**src/rtl/seq_alu.sv**
```systemverilog
// Clocked ALU: one op per Start/Done handshake, registered result and flags.
// Ports: Clk, Reset, Start, OP, InputA, InputB, SetFlags -> Out, Done, Busy, Zero, Carry, Parity.
module seq_alu #(
  parameter int W   = 8,
  parameter int Ops = 4
) (
  input  logic           Clk,
  input  logic           Reset,
  input  logic           Start,
  input  logic [Ops-1:0] OP,
  input  logic [W-1:0]   InputA,
  input  logic [W-1:0]   InputB,
  input  logic           SetFlags,
  output logic [W-1:0]   Out,
  output logic           Done,
  output logic           Busy,
  output logic           Zero,
  output logic           Carry,
  output logic           Parity
);

  localparam int CW = $clog2(W + 1);

  localparam logic [1:0] IDLE  = 2'd0;
  localparam logic [1:0] SHIFT = 2'd1;
  localparam logic [1:0] DONE  = 2'd2;

  localparam logic [Ops-1:0] OP_ADD = Ops'(0);
  localparam logic [Ops-1:0] OP_LSH = Ops'(1);
  localparam logic [Ops-1:0] OP_RSH = Ops'(2);
  localparam logic [Ops-1:0] OP_XOR = Ops'(3);
  localparam logic [Ops-1:0] OP_RXR = Ops'(4);
  localparam logic [Ops-1:0] OP_SUB = Ops'(5);
  localparam logic [Ops-1:0] OP_ORR = Ops'(6);

  logic [1:0]     state;
  logic [Ops-1:0] op_q;
  logic [W-1:0]   work;
  logic [CW-1:0]  cnt;
  logic           setf_q;

  logic [W-1:0]   res;
  logic           cy;
  logic [W:0]     sum;
  logic           is_shift;
  logic           b_big;
  logic [CW-1:0]  nmin;
  logic [W-1:0]   shifted;

  always_comb begin
    res = '0;
    cy  = 1'b0;
    sum = '0;
    case (OP)
      OP_ADD: begin
        sum = {1'b0, InputA} + {1'b0, InputB};
        res = sum[W-1:0];
        cy  = sum[W];
      end
      OP_SUB: begin
        sum = {1'b0, InputA} + {1'b0, ~InputB} + (W+1)'(1);
        res = sum[W-1:0];
        cy  = sum[W];
      end
      OP_LSH:  res = InputA;
      OP_RSH:  res = InputA;
      OP_XOR:  res = InputA ^ InputB;
      OP_ORR:  res = InputA | InputB;
      OP_RXR:  res = {{(W-1){1'b0}}, ^InputA};
      default: res = '0;
    endcase
  end

  // Shift count saturates at W: anything larger clears the word anyway.
  assign is_shift = (OP == OP_LSH) || (OP == OP_RSH);
  assign b_big    = {1'b0, InputB} >= (W+1)'(W);
  assign nmin     = b_big ? CW'(W) : InputB[CW-1:0];
  assign shifted  = (op_q == OP_LSH) ? (work << 1) : (work >> 1);

  assign Done = (state == DONE);
  assign Busy = (state == SHIFT);

  always_ff @(posedge Clk or posedge Reset) begin
    if (Reset) begin
      state  <= IDLE;
      op_q   <= '0;
      work   <= '0;
      cnt    <= '0;
      setf_q <= 1'b0;
      Out    <= '0;
      Zero   <= 1'b0;
      Carry  <= 1'b0;
      Parity <= 1'b0;
    end else begin
      case (state)
        SHIFT: begin
          work <= shifted;
          cnt  <= cnt - CW'(1);
          if (cnt == CW'(1)) begin
            state <= DONE;
            Out   <= shifted;
            if (setf_q) begin
              Zero   <= (shifted == '0);
              Carry  <= 1'b0;
              Parity <= ^shifted;
            end
          end
        end
        default: begin
          // IDLE and DONE both accept a new request (back-to-back in DONE).
          if (Start) begin
            op_q   <= OP;
            setf_q <= SetFlags;
            if (is_shift && (nmin != '0)) begin
              state <= SHIFT;
              work  <= InputA;
              cnt   <= nmin;
            end else begin
              state <= DONE;
              Out   <= res;
              if (SetFlags) begin
                Zero   <= (res == '0);
                Carry  <= cy;
                Parity <= ^res;
              end
            end
          end else begin
            state <= IDLE;
          end
        end
      endcase
    end
  end

endmodule
```
**config.mk**
```make
export PLATFORM = sky130hd
export DESIGN_NAME = seq_alu
export DESIGN_NICKNAME = d
export VERILOG_FILES = /design/src/rtl/seq_alu.sv
export SDC_FILE = /design/constraint.sdc
export NUM_CORES = 1
export LEC_CHECK = 0
export BUFFER_PORTS_ARGS = -buffer_cell sky130_fd_sc_hd__buf_2
export CELL_PAD_IN_SITES_DETAIL_PLACEMENT = 0
export CELL_PAD_IN_SITES_GLOBAL_PLACEMENT = 1
export CORE_ASPECT_RATIO = 1.25
export CORE_MARGIN = 5
export CORE_UTILIZATION = 45
export DETAILED_ROUTE_END_ITERATION = 6
export GPL_TIMING_DRIVEN = 0
export PLACE_DENSITY_LB_ADDON = 0.2
export SLEW_MARGIN = 40
export SYNTH_ARGS = -nofsm -noshare
export SYNTH_HDL_FRONTEND = slang
export SYNTH_SLANG_ARGS = --single-unit
```
**constraint.sdc**
```tcl
create_clock -name Clk -period 2.5 [get_ports Clk]
set_input_delay 0.625 -clock Clk [delete_from_list [all_inputs] [get_ports Clk]]
set_output_delay 0.625 -clock Clk [all_outputs]
set_load 0.1 [all_outputs]
```
======== After elaboration in Yosys (flattened, before gate mapping) ========
Index checks and enable logic that the tools add are counted.
storage, ports and cells
  input bits .............................. 24
  bits in registers ....................... 30
  logic and storage cells ................. 84
cells by class
  reduce and logical (&&, ||, !) cells .... 17
  add/sub/neg operators ................... 4
  multiplexer cells ....................... 36
  bitwise logic cells ..................... 4
  order comparisons ....................... 1
  eq/ne operators ......................... 13
operators with widths
  kind                                                                      count
  8-bit two-way mux                                                         8
  8-bit one-hot mux with 6 select lines                                     1
  8-bit XOR reduction                                                       3
  8-bit by 8-bit adder with 9-bit output                                    2
  1-bit two-way mux                                                         18
  8-bit logical NOT                                                         2
  4-bit two-way mux                                                         4
  4-bit by 1-bit == test with 1-bit output (second input constant)          3
  4-bit by 3-bit == test with 1-bit output (second input constant)          3
  9-bit by 1-bit adder with 9-bit output (second input constant)            1
  4-bit by 2-bit == test with 1-bit output (second input constant)          2
  8-bit by 4-bit >= comparator with 1-bit output (second input constant)    1
  2-bit two-way mux                                                         4
  8-bit NOT                                                                 1
  8-bit bitwise OR                                                          1
  8-bit bitwise XOR                                                         1
  2-bit nonzero test                                                        3
  5-bit AND reduction                                                       1
  4-bit logical NOT                                                         1
  2-bit by 1-bit inequality test with 1-bit output (second input constant)  2
  2-bit AND reduction                                                       2
  4-bit nonzero test                                                        1
  4-bit by 1-bit subtractor with 4-bit output (second input constant)       1
  3-bit AND reduction                                                       1
  8 further kinds                                                           8

======== Depth between registers and ports, before layout ========
  depth after elaboration ................. 9
  gate-level depth with buffers ........... 13

======== Worst setup path after synthesis ========
Ideal clock, no wire load.
  path type ............................... input-to-reg
  from .................................... input port InputA[0]
  to ...................................... register Parity
  path slack .............................. -0.755 ns
  cell stages on the path ................. 13
  path buffers ............................ 0
  data arrival time ....................... 3.129 ns
  library setup time ...................... 0.126 ns
  cell sequence ........................... inv_1 > ha_1 > fa_1 > o21bai_1 > a21oi_1 > o41a_1 > a32oi_1 > nor2_1 > ha_1 > xnor2_1 > xnor2_1 > o21ai_0 > mux2_4
between the ends
  word-level cells in the longest chain between the ends .. 8
  elaborated cells on any way between the ends .. 12
  those cells by class .................... 3 x add/sub; 5 x mux; 2 x bitwise; 2 x reduce/logical
ends and longest elaborated chain
  item                                       line  source
  from (decl)                                11    input logic [W-1:0] InputA,
  8-bit by 8-bit adder with 9-bit output     61    sum = {1'b0, InputA} + {1'b0, ~InputB} + (W+1)'(1);
  9-bit by 1-bit adder with 9-bit output     61
  8-bit one-hot mux with 6 select lines (*)  54    case (OP)
  8-bit XOR reduction (*)                    124   Parity <= ^res;
  1-bit two-way mux (*)                      121   if (SetFlags) begin
  1-bit two-way mux (*)                      114   if (is_shift && (nmin != '0)) begin
  1-bit two-way mux (*)                      111   if (Start) begin
  1-bit two-way mux (*)                      95    case (state)
  to (signal assigned)                       105   Parity <= ^shifted;
  to (signal assigned)                       124
  to (decl)                                  19    output logic Parity
Mark *: on every way between the ends. The rest lies on a longest branch, timed or not. The select of a mux whose other input is x is not followed.
A chain may end at the register's enable or synchronous reset.

======== Worst setup path in the final report ========
Same ends and word-level chain as after synthesis.

==> results list <==
* Crit path capture type: register
- Clock tree root driver cell: clkbuf_8
* Relative slew margins: 55.0%
* Global-route wire length before repair: roughly 14 mm
- Number of nets in the synthesized netlist: around 400
- After synthesis the cells add up to 0.00304 mm2.
- Layout cells sized above 1: 28.2%
- Signal arrival time at the worst endpoint: 3230 ps
* Total track usage: a little over a fifth
* Horizontal die dimension: about 83 um
- The worst setup path is of the in2reg kind.
- The cell count after synthesis came out at about 340.
* Main combinational cell family by area after synthesis: compound AO/OA/AOI/OAI gates
* Cell leakage power: about 1.7 nW
- Final Slew Violations: 0
- The number of antenna diodes in the final layout is 0.
- Worst-case vdd ir drop: 0.000330 V
- Startpoint types: input pin
- Via count of the first global-routing pass: 2764
* # setup viols final: 3
- Sink count of the clock tree: 30
* Number of distinct library cells after synthesis: 68
- Master of the slowest instance on the critical path: fa_2
- Core Region: around 0.0066 mm2
- Placed wire-length estimate after detailed placement: just under 7 mm
- Yosys warning count: 0
- Critical-path maximum fanout: 3
- Complex-gate fraction of the synthesized area: 22.5%
- After clock tree synthesis, the clock-pin slew on the worst setup and hold paths is 60 ps.
- Design Power: 2.58 mW
* Number of antenna violations at the first check in global routing: 0
- Of the synthesized area, sequential elements account for 24.7%.
* Final non-filler cell total: ~470
- After layout, the worst setup slack is -571 ps.
- The later pin in the worst-skew pair is clocked with a latency of 280 ps.
* Fin crit period: approximately 3000 ps
- Series of cell instances along the critical path: buf_12, inv_12, ha_4, fa_2, o21bai_4, a21oi_2, o41a_1, a32oi_2, nor2_1, ha_2, xnor2_2, xnor2_1, o21ai_1, mux2_4
* Longest Clk Path Bufs: 2
- Vias per Instance: 5.72
- Critical Path Stages: 14
* Dominant synthesized flop cell: dfrtp_1
- Result of the run: finished with violations
* Post-Route WL: just under 9 mm
- For this run, the post-layout net count is approximately 450.
- On the worst path, the slowest cell contributes a delay of ~400 ps.
- The library cell used most frequently in the layout, excluding fill and tap cells, is buf_2.
* Top cell type's share of synthesized area: 24.7%
- Kind of path behind the tightest hold check: in2async
- Post-Route Skew: roughly 4.3 ps
- Worst hold slack across all endpoints: between 400 and 500 ps
- For this design the top-level I/O count stands at 37.
* Quantity of I/O buffers inserted on ports: 36
- Summing the areas of all fa, ha and maj instances in the mapped netlist gives around 15% of the synthesized area.
- After detailed routing, the average wire length per cell comes to about 19 um.
- The area growth from synthesis to layout is 21.4%.
- Number of enable-type register cells in the synthesized netlist: 0
- Number of maximum-capacitance violations: 0
* Synthesized area divided by synthesized cell count: around 9 um2
* Die outline area: ~0.0085 mm2
- Vert. Die Dim: 102 um
* Worst Max-Slew Pin Slew: between 600 and 700 ps
- After detailed routing, the number of remaining DRC violations is 0.
* Length in cells of the worst reg-to-reg path: 9
- Summing the areas of all and, or, nand and nor instances in the mapped netlist gives 16.8% of the synthesized area.
- Htree depth: 2
- Final weighted congestion in routability-driven placement: roughly 0.86
* CTS tree: built
- The pre-antenna-repair detailed-routing pass consisted of 5 iterations.
- Failing checks: setup timing
- Xor/xnor cell area share of the yosys netlist: about 5%
- Dominant cell type by area after synthesis: dfrtp_1
* Power density over the cells: 699 mW/mm2
- In this design, the largest share of critical-path delay is due to compound AO/OA/AOI/OAI gates.
* Register bit count reported by yosys: 30
- Initial core utilization: a little under half
- Row generation in the floorplan step produced 33 rows.
* Number of buffers and inverters on the critical path: 2
* Multiplexer share of the synthesized area: 9.76%
* Setup repair after global routing missed its margin: yes
* Most frequent cells in the layout: 36 x buf_2, 30 x dfrtp_1, 27 x nand2_1, 26 x ha_1, 25 x inv_1
- TritonCTS created 5 clock buffers.
- Counting tap cells, the placed design contains a total of about 460 instances.
- At the worst endpoint, the required time is 2660 ps.
- Adding up every negative setup slack in the final design gives -1060 ps.
- Fmax: approximately 0.33 GHz
* Leading cell types by total area after synthesis: dfrtp_1 25%, ha_1 14%, mux2i_1 6.9%
- Number of vias in the routed layout: approximately 2.7k
- Violation count after the first detailed-route iteration: 120
- Pin count of the biggest net entering global routing: 31
- For this run the aggregate overflow at the end of global routing stands at 0.
- Synth async-reset ratio: 100%
- Worst slack at placement: -1150 ps
* Crit share post-route: 123%
- Antenna-violating nets left: 0
- The number of hold-slack violations in the final timing report is 0.
[what timing repair did]
action	in CTS	in global routing
buffers inserted	8	3
resized for setup	28	8
endpoints found under the hold margin	0	0
pin swaps	8	3
setup endpoints to repair	4	4
gates cloned	0	0
hold buffers	0	0
[area by class of cell]
type | count | area [um2]
multi-input combinational | 264 | 2280
tap | 87 | 109
clock buffer | 6 | 82.6
sequential | 30 | 751
timing repair buffer | 47 | 289
fill | 609 | 2880
inverter | 29 | 121
buffer | 11 | 58.8
[per-stage QoR]
stage	utilization [%]	instance area, um2
floorplan	-	3070
global placement	51.2	3360
detailed placement	51.3	3370
CTS	55.3	3630
global route	56.2	3690
finish	56.2	3690
[cell usage after synthesis (3+ instances only)]
library cell and count:
mux2_2 5, o31ai_1 3, a211o_1 3, o22ai_1 3
nand2_1 27, or3_1 3, nand4_1 4, o21ai_0 16
buf_2 4, nand3_1 5, inv_1 28, and2_1 5
dfrtp_1 30, mux2i_1 21, a211oi_1 6, a21oi_1 17
ha_1 34, nor2b_1 5, nor2_1 19, a21boi_0 4
o211ai_1 3, xnor2_1 16, o21bai_1 3, nor3_1 4
o221ai_1 4, clkbuf_1 9, nand2b_1 5
[worst paths after layout]
path | to | slack (ps) | from
worst min-delay path | state[0] | 430 | Reset
worst min register to register | op_q[3] | 490 | op_q[3]
min in group Clk | op_q[3] | 490 | op_q[3]
worst max-delay path | Parity | -570 | InputA[0]
max in group asynchronous | work[4] | 1650 | Reset
worst max register to register | Parity | 60 | op_q[3]
[metal layers]
layer / global-route usage [%] / share of wire (%) / wire length, um
met1: 24.1 / 41 / 3600
met2: 39.1 / 52 / 4590
met3: 2.66 / 3.4 / 299
met4: 9.16 / 3.3 / 287
met5: 0 / 0 / 0
[worst reg2reg max path: cells and delay by family (launching register included)]
kind | cells | cell delay, ps
DFF | 1 | 380
AOI/OAI and AO/OA | 1 | 90
buffers and inverters | 1 | 290
adders and majority gates | 1 | 300
xor gates and xnor gates | 2 | 310
muxes | 2 | 610
and+or+nand+nor | 2 | 350
[logic make-up (layout without fill, tap and decap cells)]
kind of cell	after synthesis	after routing
and+or+nand+nor	93	93
AOI/OAI and AO/OA	90	90
buffers and inverters	44	93
adders and majority gates	36	36
DFF	30	30
muxes	28	28
xor gates and xnor gates	17	17
[power by group]
group	switching [mW]	leakage, nW	internal, mW
sequential	0.110	0.356	0.639
combinational	0.914	1.28	0.536
clock	0.167	0.0431	0.212
total	1.19	1.68	1.39
[state kept, by name, indices dropped and copies added (netlist names), 2 cells and up]
| register | count |
|---|---|
| cnt | 4 |
| state | 2 |
| work | 8 |
| op_q | 4 |
| Out | 8 |
No activity file was read; power rests on OpenSTA's default activity.
